<file path="src/rtl/elastic_pipe_stages.sv">
// rtl/elastic_pipe_stages.sv - elastic valid/ready stage registers with partial flush and hazard lookup
// Slot 0 is youngest; slot STAGES-1 drives the out_* ports.
module elastic_pipe_stages #(
    parameter int DATA_W      = 32,
    parameter int TAG_W       = 5,
    parameter int STAGES      = 5,
    parameter int FLUSH_DEPTH = 2,
    localparam int OCC_W      = $clog2(STAGES + 1)
) (
    input  logic              clk,
    input  logic              reset,
    input  logic              in_valid,
    output logic              in_ready,
    input  logic [DATA_W-1:0] in_data,
    input  logic [TAG_W-1:0]  in_tag,
    input  logic              flush,
    output logic              out_valid,
    input  logic              out_ready,
    output logic [DATA_W-1:0] out_data,
    output logic [TAG_W-1:0]  out_tag,
    input  logic [TAG_W-1:0]  lookup_tag,
    output logic [STAGES-1:0] hit_vec,
    output logic [OCC_W-1:0]  occupancy
);

    logic [STAGES-1:0] valid_q, valid_d;
    logic [DATA_W-1:0] data_q [STAGES];
    logic [DATA_W-1:0] data_d [STAGES];
    logic [TAG_W-1:0]  tag_q  [STAGES];
    logic [TAG_W-1:0]  tag_d  [STAGES];
    logic [STAGES-1:0] adv;

    // A slot may advance when the consumer takes the head or any slot at or ahead of it is empty.
    always_comb begin
        logic hole;
        hole = 1'b0;
        adv  = '0;
        for (int i = STAGES - 1; i >= 0; i--) begin
            hole   = hole | ~valid_q[i];
            adv[i] = out_ready | hole;
        end
    end

    assign in_ready = adv[0] & ~flush;

    always_comb begin
        logic kill_load;
        logic kill_hold;
        valid_d[0] = adv[0] ? (in_valid & in_ready) : (valid_q[0] & ~flush);
        data_d[0]  = adv[0] ? in_data : data_q[0];
        tag_d[0]   = adv[0] ? in_tag  : tag_q[0];
        for (int i = 1; i < STAGES; i++) begin
            // An item leaving the flushed region on the flush edge is killed in flight.
            kill_load  = flush && (i <= FLUSH_DEPTH);
            kill_hold  = flush && (i < FLUSH_DEPTH);
            valid_d[i] = adv[i] ? (valid_q[i-1] & ~kill_load) : (valid_q[i] & ~kill_hold);
            data_d[i]  = adv[i] ? data_q[i-1] : data_q[i];
            tag_d[i]   = adv[i] ? tag_q[i-1]  : tag_q[i];
        end
    end

    always_ff @(posedge clk or negedge reset) begin
        if (!reset) begin
            valid_q <= '0;
            for (int i = 0; i < STAGES; i++) begin
                data_q[i] <= '0;
                tag_q[i]  <= '0;
            end
        end else begin
            valid_q <= valid_d;
            for (int i = 0; i < STAGES; i++) begin
                data_q[i] <= data_d[i];
                tag_q[i]  <= tag_d[i];
            end
        end
    end

    assign out_valid = valid_q[STAGES-1];
    assign out_data  = data_q[STAGES-1];
    assign out_tag   = tag_q[STAGES-1];

    always_comb begin
        hit_vec = '0;
        for (int i = 0; i < STAGES; i++) begin
            hit_vec[i] = valid_q[i] && (tag_q[i] == lookup_tag) && (lookup_tag != '0);
        end
    end

    always_comb begin
        occupancy = '0;
        for (int i = 0; i < STAGES; i++) begin
            occupancy = occupancy + {{(OCC_W-1){1'b0}}, valid_q[i]};
        end
    end

endmodule

</file>
<file path="config.mk">
export PLATFORM = sky130hd
export DESIGN_NAME = elastic_pipe_stages
export DESIGN_NICKNAME = d
export VERILOG_FILES = /design/src/rtl/elastic_pipe_stages.sv
export SDC_FILE = /design/constraint.sdc
export NUM_CORES = 1
export LEC_CHECK = 0
export BUFFER_PORTS_ARGS = -buffer_cell sky130_fd_sc_hd__buf_2
export CAP_MARGIN = 20
export CORE_ASPECT_RATIO = 0.6
export CORE_MARGIN = 1.5
export CORE_UTILIZATION = 52
export DETAILED_ROUTE_END_ITERATION = 10
export GPL_TIMING_DRIVEN = 1
export PLACE_DENSITY_LB_ADDON = 0.15
export SETUP_SLACK_MARGIN = 0.2
export SLEW_MARGIN = 20
export SYNTH_ARGS = -nofsm -noshare
export SYNTH_HDL_FRONTEND = slang
export SYNTH_SLANG_ARGS = --single-unit
</file>
<file path="constraint.sdc">
create_clock -name clk -period 2.5 [get_ports clk]
set_input_delay 0.625 -clock clk [delete_from_list [all_inputs] [get_ports clk]]
set_output_delay 0.625 -clock clk [all_outputs]
set_load 0.01 [all_outputs]
</file>
=== Word-level counts from Yosys, hierarchy flattened ===
Cells that the tools add are included.

* Bits in registers: 190
* Bits in read-only memories: 0
* Memories kept: 0
* Output and inout bits: 47
* Latch bits: 0
* Bits in writable memories: 0
* Bits of input ports: 47
* Word-level logic and storage cells: 55

* $mul: 0
* Order comparisons: 0
* Equality and inequality tests: 5
* Divide/modulo/power cells: 0
* Mux-type cells: 2
* $add $sub $neg: 4
* Shift operators: 0
* Bitwise logic cells: 19
* Reductions and logical operators: 11

{| class="wikitable"
|+ Operators with widths
! operator !! number
|-
| 5-bit equality test || 5
|-
| 1-bit logical AND || 10
|-
| 3-bit by 1-bit adder with 3-bit output || 3
|-
| 1-bit OR || 9
|-
| 1-bit inverter || 6
|-
| 5-bit nonzero test || 1
|-
| 1-bit AND || 4
|-
| 1-bit by 1-bit adder with 2-bit output || 1
|-
| 1-bit 2-to-1 mux || 2
|}

=== Depth between registers and ports, before layout ===
Gate-level depths: netlist of run 1.

* Depth after elaboration: 9
* Gate-level depth with buffers: 8
* Depth with buffers taken out: 8

=== Least setup slack after synthesis of run 1 ===
OpenSTA, ideal clock, no wires.

* Kind: reg-to-output
* Start point: reg valid_q[0]
* End point: out occupancy[1]
* Cell stages (with the launch flop): 9
* Path buffers: 0
* Arrival: 1,871 ps
* Path slack: 4 ps
* Required time: 1,875 ps
* Cells stage by stage: dfrtp_1 -> ha_1 -> inv_1 -> fa_1 -> inv_1 -> ha_1 -> inv_1 -> fa_1 -> inv_1

* Cells in the longest elaborated chain, start to end: 4

{| class="wikitable"
|+ RTL lines
! element !! line !! source
|-
| start, declared || 26 || <nowiki>logic [STAGES-1:0] valid_q, valid_d;</nowiki>
|-
| start signal, assigned || 70 || <nowiki>valid_q <= valid_d;</nowiki>
|-
| 1-bit by 1-bit adder with 2-bit output || 92 || <nowiki>occupancy = occupancy + {{(OCC_W-1){1'b0}}, valid_q[i]};</nowiki>
|-
| 3-bit by 1-bit adder with 3-bit output (3 in series) || 92 ||
|-
| end, declared || 23 || <nowiki>output logic [OCC_W-1:0] occupancy</nowiki>
|}

Every way passes these cells.

=== Worst setup path in the final report of run 1 ===
Same ends and word-level chain as after synthesis.

==> flow_summary.toml, run 1 <==
[run_status]
outcome = "finished with violations"
violations = "setup timing"

[synth]
synth.largest_area_cell = "dfrtp_1"
synth_edf_count = 0
synth_seq_area_share_pct = 61.0
synth_fp_nets = 550
synth_warnings = 0
synth.area.top_cells = "dfrtp_1 (61%), mux2_2 (24%), mux2_4 (3.7%), buf_4 (3.6%), xnor2_1 (2.1%)"
synth.distinct_cells = 26
mappedNetlistArea_um2 = 7790
synthTopCellsByCount = "dfrtp_1 (190), mux2_2 (166), buf_4 (37), mux2_4 (19), xnor2_1 (19)"
async_reset_ff_share_pct = 100
postSynthAreaPerCell_um2 = 15.6
synth_cells = 499
synth_ff_type = "dfrtp_1"
yosysMostFrequentCell = "dfrtp_1"
ys_ff_latch = 190
synth_top_cell_area_share_pct = 61.0

[timing]
relSlewSlack_pct = 70.9
tightest_slew_ns = 0.437
hold_viol_final = 0
fin_crit_sh_pct = 123
rsz0062_at_grt = "yes"
setup_ws_ns = -0.581
clock_skew_ns = 0.0110
max_freq_mhz = 325
finalSetupTns_ns = -1.20
setup_viol = 3
maxSlewViolCount = 0
post-route-min-period_ns = 3.08

[grt]
grt_first_pass_wirelength_um = 23300
grt_max_degree = 55
grt_pass1_vias = 4320
grtUsageTotal_pct = 19.0
antenna_found_initial = 0
overflow = 0

[placement]
port_buffers = 93
dp_hpwl_um = 8930
place_congestion = 0.853
place_worst_setup_slack_ns = -0.165
place_inst = 746

[cells_and_area]
fillers = 1166
drive_gt1_share_pct = 60.1
fin_nets = 622
area_growth_pct = 15.6
instances_no_fill = 783
final_core_util_pct = 61.9

[pwr]
pwr-share-seq_pct = 52.3
finalPower_mw = 6.42
p_int_mw = 4.87
switching_share_pct = 24.2
p_leak_nw = 4.04
power.density_nw_per_um2 = 712
pwr-share-clk_pct = 40.1
power_frac_comb_pct = 7.7
ir_drop_mv = 0.419
p_switching_mw = 1.55

[min_path]
hold_class = "input port to asynchronous set/reset pin"

[detailed_routing]
route.vias.total = 4023
avgRoutedWirePerCell_um = 17.7
drc = 0
ant_nets = 0
drt_iter0_drc = 114
drt-pass1-iter-count = 4
vias_per_cell = 5.14
wl_um = 13800

[worst_setup_path]
rr_endpoint = "data_q[111]"
reg2reg_slack_ns = 0.57
rr_startpoint = "valid_q[4]"
worstPathRequired_ns = 1.88
arrival_ns = 2.46
cp-startpoint = "valid_q[0]"
worst-setup-path-type = "register to output pin"
critPathMaxFanout = 2
end_kind = "output pin"
startpoint_type = "register"
rr_worst_depth = 5

[floorplan]
io_pins = 94
initial_core_util_pct = 53.6
num_rows = 34
die_y_um = 97.8
design.core.area_um2 = 14500
fp.dieArea_um2 = 15800
die_x_um = 161

[cts]
cts_inserted_buffers = 17
hold_buffers = 0
cts_sinks = 190
path_clk_slew_ns = 0.07
h-tree-depth = 4
cts_root_buf = "clkbuf_16"
cts_buffer_depth = 2
clkLatencyLatePin_ns = 0.42
tritoncts = "yes"

[job]
max_cap_viol_count = 0
[registers in the layout, indices dropped and copies added, names as in the netlist]
name	count
tag_q	20
data_q	128
valid_q	5
out_tag	5
out_data	32
[power groups by stage]
stage,Sequential [mW],Combinational [mW],Clock (mW)
after global routing,3.38,0.542,2.77
after global placement,3.41,0.462,0
after detailed placement,3.41,0.475,0
after floorplan,3.38,0.334,0
final,3.36,0.492,2.57
after CTS,3.36,0.492,2.64
[how the worst max path moves through the flow]
| stage | end | cells past startpoint |
|---|---|---|
| 2_1_floorplan | occupancy[1] | 8 |
| 3_3_place_gp | occupancy[1] | 9 |
| 3_5_place_dp | occupancy[1] | 9 |
| 4_1_cts | occupancy[1] | 9 |
| 5_1_grt | occupancy[1] | 9 |
| 6_report | occupancy[1] | 9 |
[cells by family (layout without fill, tap and decap cells)]
kind of cell	after synthesis	count (layout)	share of synthesized area (%)
DFF	190	190	61.0
buffers and inverters	72	157	5.88
and+or+nand+nor	20	20	1.57
xor gates and xnor gates	25	25	2.81
other	0	1	0
adders and majority gates	4	4	0.835
muxes	185	185	27.6
AOI/OAI and AO/OA	3	3	0.257
[through the flow]
stage / hold slack (ns) / area, um^2
6_report: 0.144 / 9010
3_5_place_dp: 0.488 / 8310
5_1_grt: 0.150 / 9010
3_3_place_gp: 0.482 / 8310
4_1_cts: 0.154 / 8930
2_1_floorplan: 0.329 / 7790
[layout make-up]
class	count	area [um^2]	share of cell area, %
antenna	1	2.50	0.0278
clock buffer	19	443	4.91
clock inverter	13	121	1.35
inverter	10	37.5	0.416
multi-input combinational	237	2670	29.6
sequential	190	4760	52.8
tap	198	248	2.75
timing repair buffer	115	737	8.18
[cells in the final DEF (no fill, tap or decap), types with 4 or more instances in the layout]
| cell type | instances |
|---|---|
| nand4_1 | 5 |
| dfrtp_1 | 189 |
| buf_4 | 16 |
| clkbuf_16 | 17 |
| xor2_1 | 6 |
| inv_1 | 7 |
| mux2_4 | 19 |
| xnor2_1 | 17 |
| buf_12 | 5 |
| inv_8 | 4 |
| clkinv_4 | 4 |
| buf_2 | 87 |
| mux2_2 | 166 |
| buf_6 | 6 |
| nor4_2 | 5 |
[what timing repair did]
action,CTS,global route
resized for setup,11,11
gates cloned,0,0
setup endpoints to repair,9,9
buffers inserted,2,2
pin swaps,2,9
[worst max-delay path, cell delays in order, from the launching register on]
cell     delay, ns
dfrtp_1       0.39
ha_1          0.30
inv_1         0.07
fa_1          0.42
inv_2         0.08
ha_4          0.12
inv_2         0.03
fa_1          0.48
inv_2         0.04
buf_6         0.11
[per-layer routing]
layer  GRT usage (%)  vias up  routed length [um]
li1                -     1827                   -
met3            5.06        7                 642
met5               0        -                   0
met1            27.9     2118                6800
met2            28.6       71                6330
met4            4.13        0                  66
(Power assumes the default switching activity.)
==> inputs of run 2 (changes only) <==
--- a/config.mk
+++ b/config.mk
@@ -8,10 +8,11 @@
 export BUFFER_PORTS_ARGS = -buffer_cell sky130_fd_sc_hd__buf_2
 export CAP_MARGIN = 20
 export CORE_ASPECT_RATIO = 0.6
-export CORE_MARGIN = 1.5
+export CORE_MARGIN = 2
 export CORE_UTILIZATION = 52
 export DETAILED_ROUTE_END_ITERATION = 10
 export GPL_TIMING_DRIVEN = 1
+export MAX_ROUTING_LAYER = met4
 export PLACE_DENSITY_LB_ADDON = 0.15
 export SETUP_SLACK_MARGIN = 0.2
 export SLEW_MARGIN = 20
==> run 2 against run 1 <==
The run still ends with setup timing left. Final area up 1.1%. Sequential share of layout area down 0.55 points. Clock power up 8.9%. Global-route usage up 0.86 points. Setup slack worse by 0.061 ns. Critical path depth unchanged. Via count up 2.0%. Highest routed layer unchanged.
==> flow_summary.toml, run 2 (same netlist as run 1, synthesis figures left out) <==
[run_status]
outcome = "finished with violations"
violations = "setup timing"

[cts]
cts_root_buf = "clkbuf_16"
hold_buffers = 0
cts_inserted_buffers = 17
cts_buffer_depth = 2
clkLatencyLatePin_ns = 0.42
path_clk_slew_ns = 0.08
h-tree-depth = 4
cts_sinks = 190
tritoncts = "yes"

[timing]
relSlewSlack_pct = 73.9
setup_ws_ns = -0.643
max_freq_mhz = 318
rsz0062_at_grt = "yes"
clock_skew_ns = 0.0115
maxSlewViolCount = 0
hold_viol_final = 0
post-route-min-period_ns = 3.14
fin_hold_ws_ns = 0.0986
finalSetupTns_ns = -1.30
setup_viol = 3
tightest_slew_ns = 0.390
fin_crit_sh_pct = 126

[detailed_routing]
route.vias.total = 4104
vias_per_cell = 5.22
wl_um = 14000
avgRoutedWirePerCell_um = 17.8
drc = 0
drt-pass1-iter-count = 4
ant_nets = 0
drt_iter0_drc = 115

[grt]
grt_pass1_vias = 4487
grtUsageTotal_pct = 19.9
overflow = 0
antenna_found_initial = 0
grt_max_degree = 55
grt_first_pass_wirelength_um = 23800

[worst_setup_path]
worst-setup-path-type = "register to output pin"
end_kind = "output pin"
rr_worst_depth = 6
critPathMaxFanout = 2
arrival_ns = 2.52
worstPathRequired_ns = 1.88
startpoint_type = "register"

[placement]
place_inst = 749
port_buffers = 93
dp_hpwl_um = 9380
place_congestion = 0.822

[cells_and_area]
layout_commonest_cell = "dfrtp_1"
drive_gt1_share_pct = 60.0
area_growth_pct = 16.9
layout_common_cells = "dfrtp_1 (189), mux2_2 (166), buf_2 (89), mux2_4 (19), buf_4 (19)"
largest_reg_flops = 128
instances_no_fill = 786
antenna_cells = 0
top_register = "data_q"
fin_nets = 626

[pwr]
power.density_nw_per_um2 = 730
p_leak_nw = 4.08
pwr-share-seq_pct = 50.5
ir_drop_mv = 0.404
p_switching_mw = 1.60
power_frac_comb_pct = 7.4
p_int_mw = 5.05
pwr-share-clk_pct = 42.1
switching_share_pct = 24.1
finalPower_mw = 6.65

[floorplan]
io_pins = 94
die_y_um = 98.8
design.core.area_um2 = 14500
die_x_um = 162
initial_core_util_pct = 53.6
num_rows = 34
fp.dieArea_um2 = 16000

[min_path]
hold_class = "input port to asynchronous set/reset pin"

[job]
max_cap_viol_count = 0
-- run 2: changes by cell type in the layout (fill, tap and decap cells not counted), moves of 2 or more --
cell        delta
nor4_2         -4
nor4_4         +4
buf_4          +3
clkinv_8       +3
buf_2          +2
bufinv_16      +2
clkinvlp_4     -2
-- run 2: timing repair --
action,CTS,global route
resized for setup,16,4
setup buffers,3,2
setup endpoints to repair,8,9
pin swaps,7,5
-- run 2: power groups by stage --
stage / Sequential (mW) / Combinational, mW / Clock, mW
floorplan: 3.38 / 0.334 / 0
CTS: 3.36 / 0.496 / 2.86
global placement: 3.41 / 0.461 / 0
global route: 3.38 / 0.539 / 3.00
finish: 3.36 / 0.490 / 2.80
detailed placement: 3.42 / 0.477 / 0
-- run 2: layer usage --
metal	GRT usage, %	vias to the layer above	wire length [um]
met1	28.9	2178	7190
li1	-	1842	-
met4	4.90	0	124
met2	28.8	71	6240
met5	-	-	0
met3	4.34	13	461
-- run 2: worst paths after layout --
check | startpoint | end | slack, ns
min in group clk | flush | valid_q[1] | 0.40
max in group asynchronous | reset | out_data[9] | 1.71
hold / removal | reset | data_q[153] | 0.1
hold reg to reg | data_q[64] | data_q[32] | 0.49
setup reg to reg | valid_q[3] | data_q[97] | 0.55
setup / recovery | valid_q[0] | occupancy[1] | -0.64
-- run 2: worst max-delay path: stages, from the launching register on --
cell and delay (ns):
dfrtp_1 0.39, ha_1 0.30, inv_2 0.04, fa_1 0.47
inv_1 0.04, ha_1 0.16, inv_1 0.07, fa_1 0.44
inv_2 0.08, buf_6 0.10
-- run 2: through the flow --
step | instance area, um^2 | utilization (%) | worst slack [ns]
6_report | 9110 | 62.6 | -0.643
5_1_grt | 9110 | 62.6 | -0.713
4_1_cts | 9080 | 62.4 | -0.662
3_5_place_dp | 8330 | 57.3 | -0.215
3_3_place_gp | 8330 | 57.3 | -0.124
2_1_floorplan | 7790 | - | 0.00766
-- run 2: area by class of cell --
type	instances	area, um^2
multi-input cells	237	2680
flip-flops and latches	190	4760
inverters	10	37.5
fillers	1128	5440
clock buffers	17	425
well taps	198	248
clock inverters	15	200
repair buffers	119	758
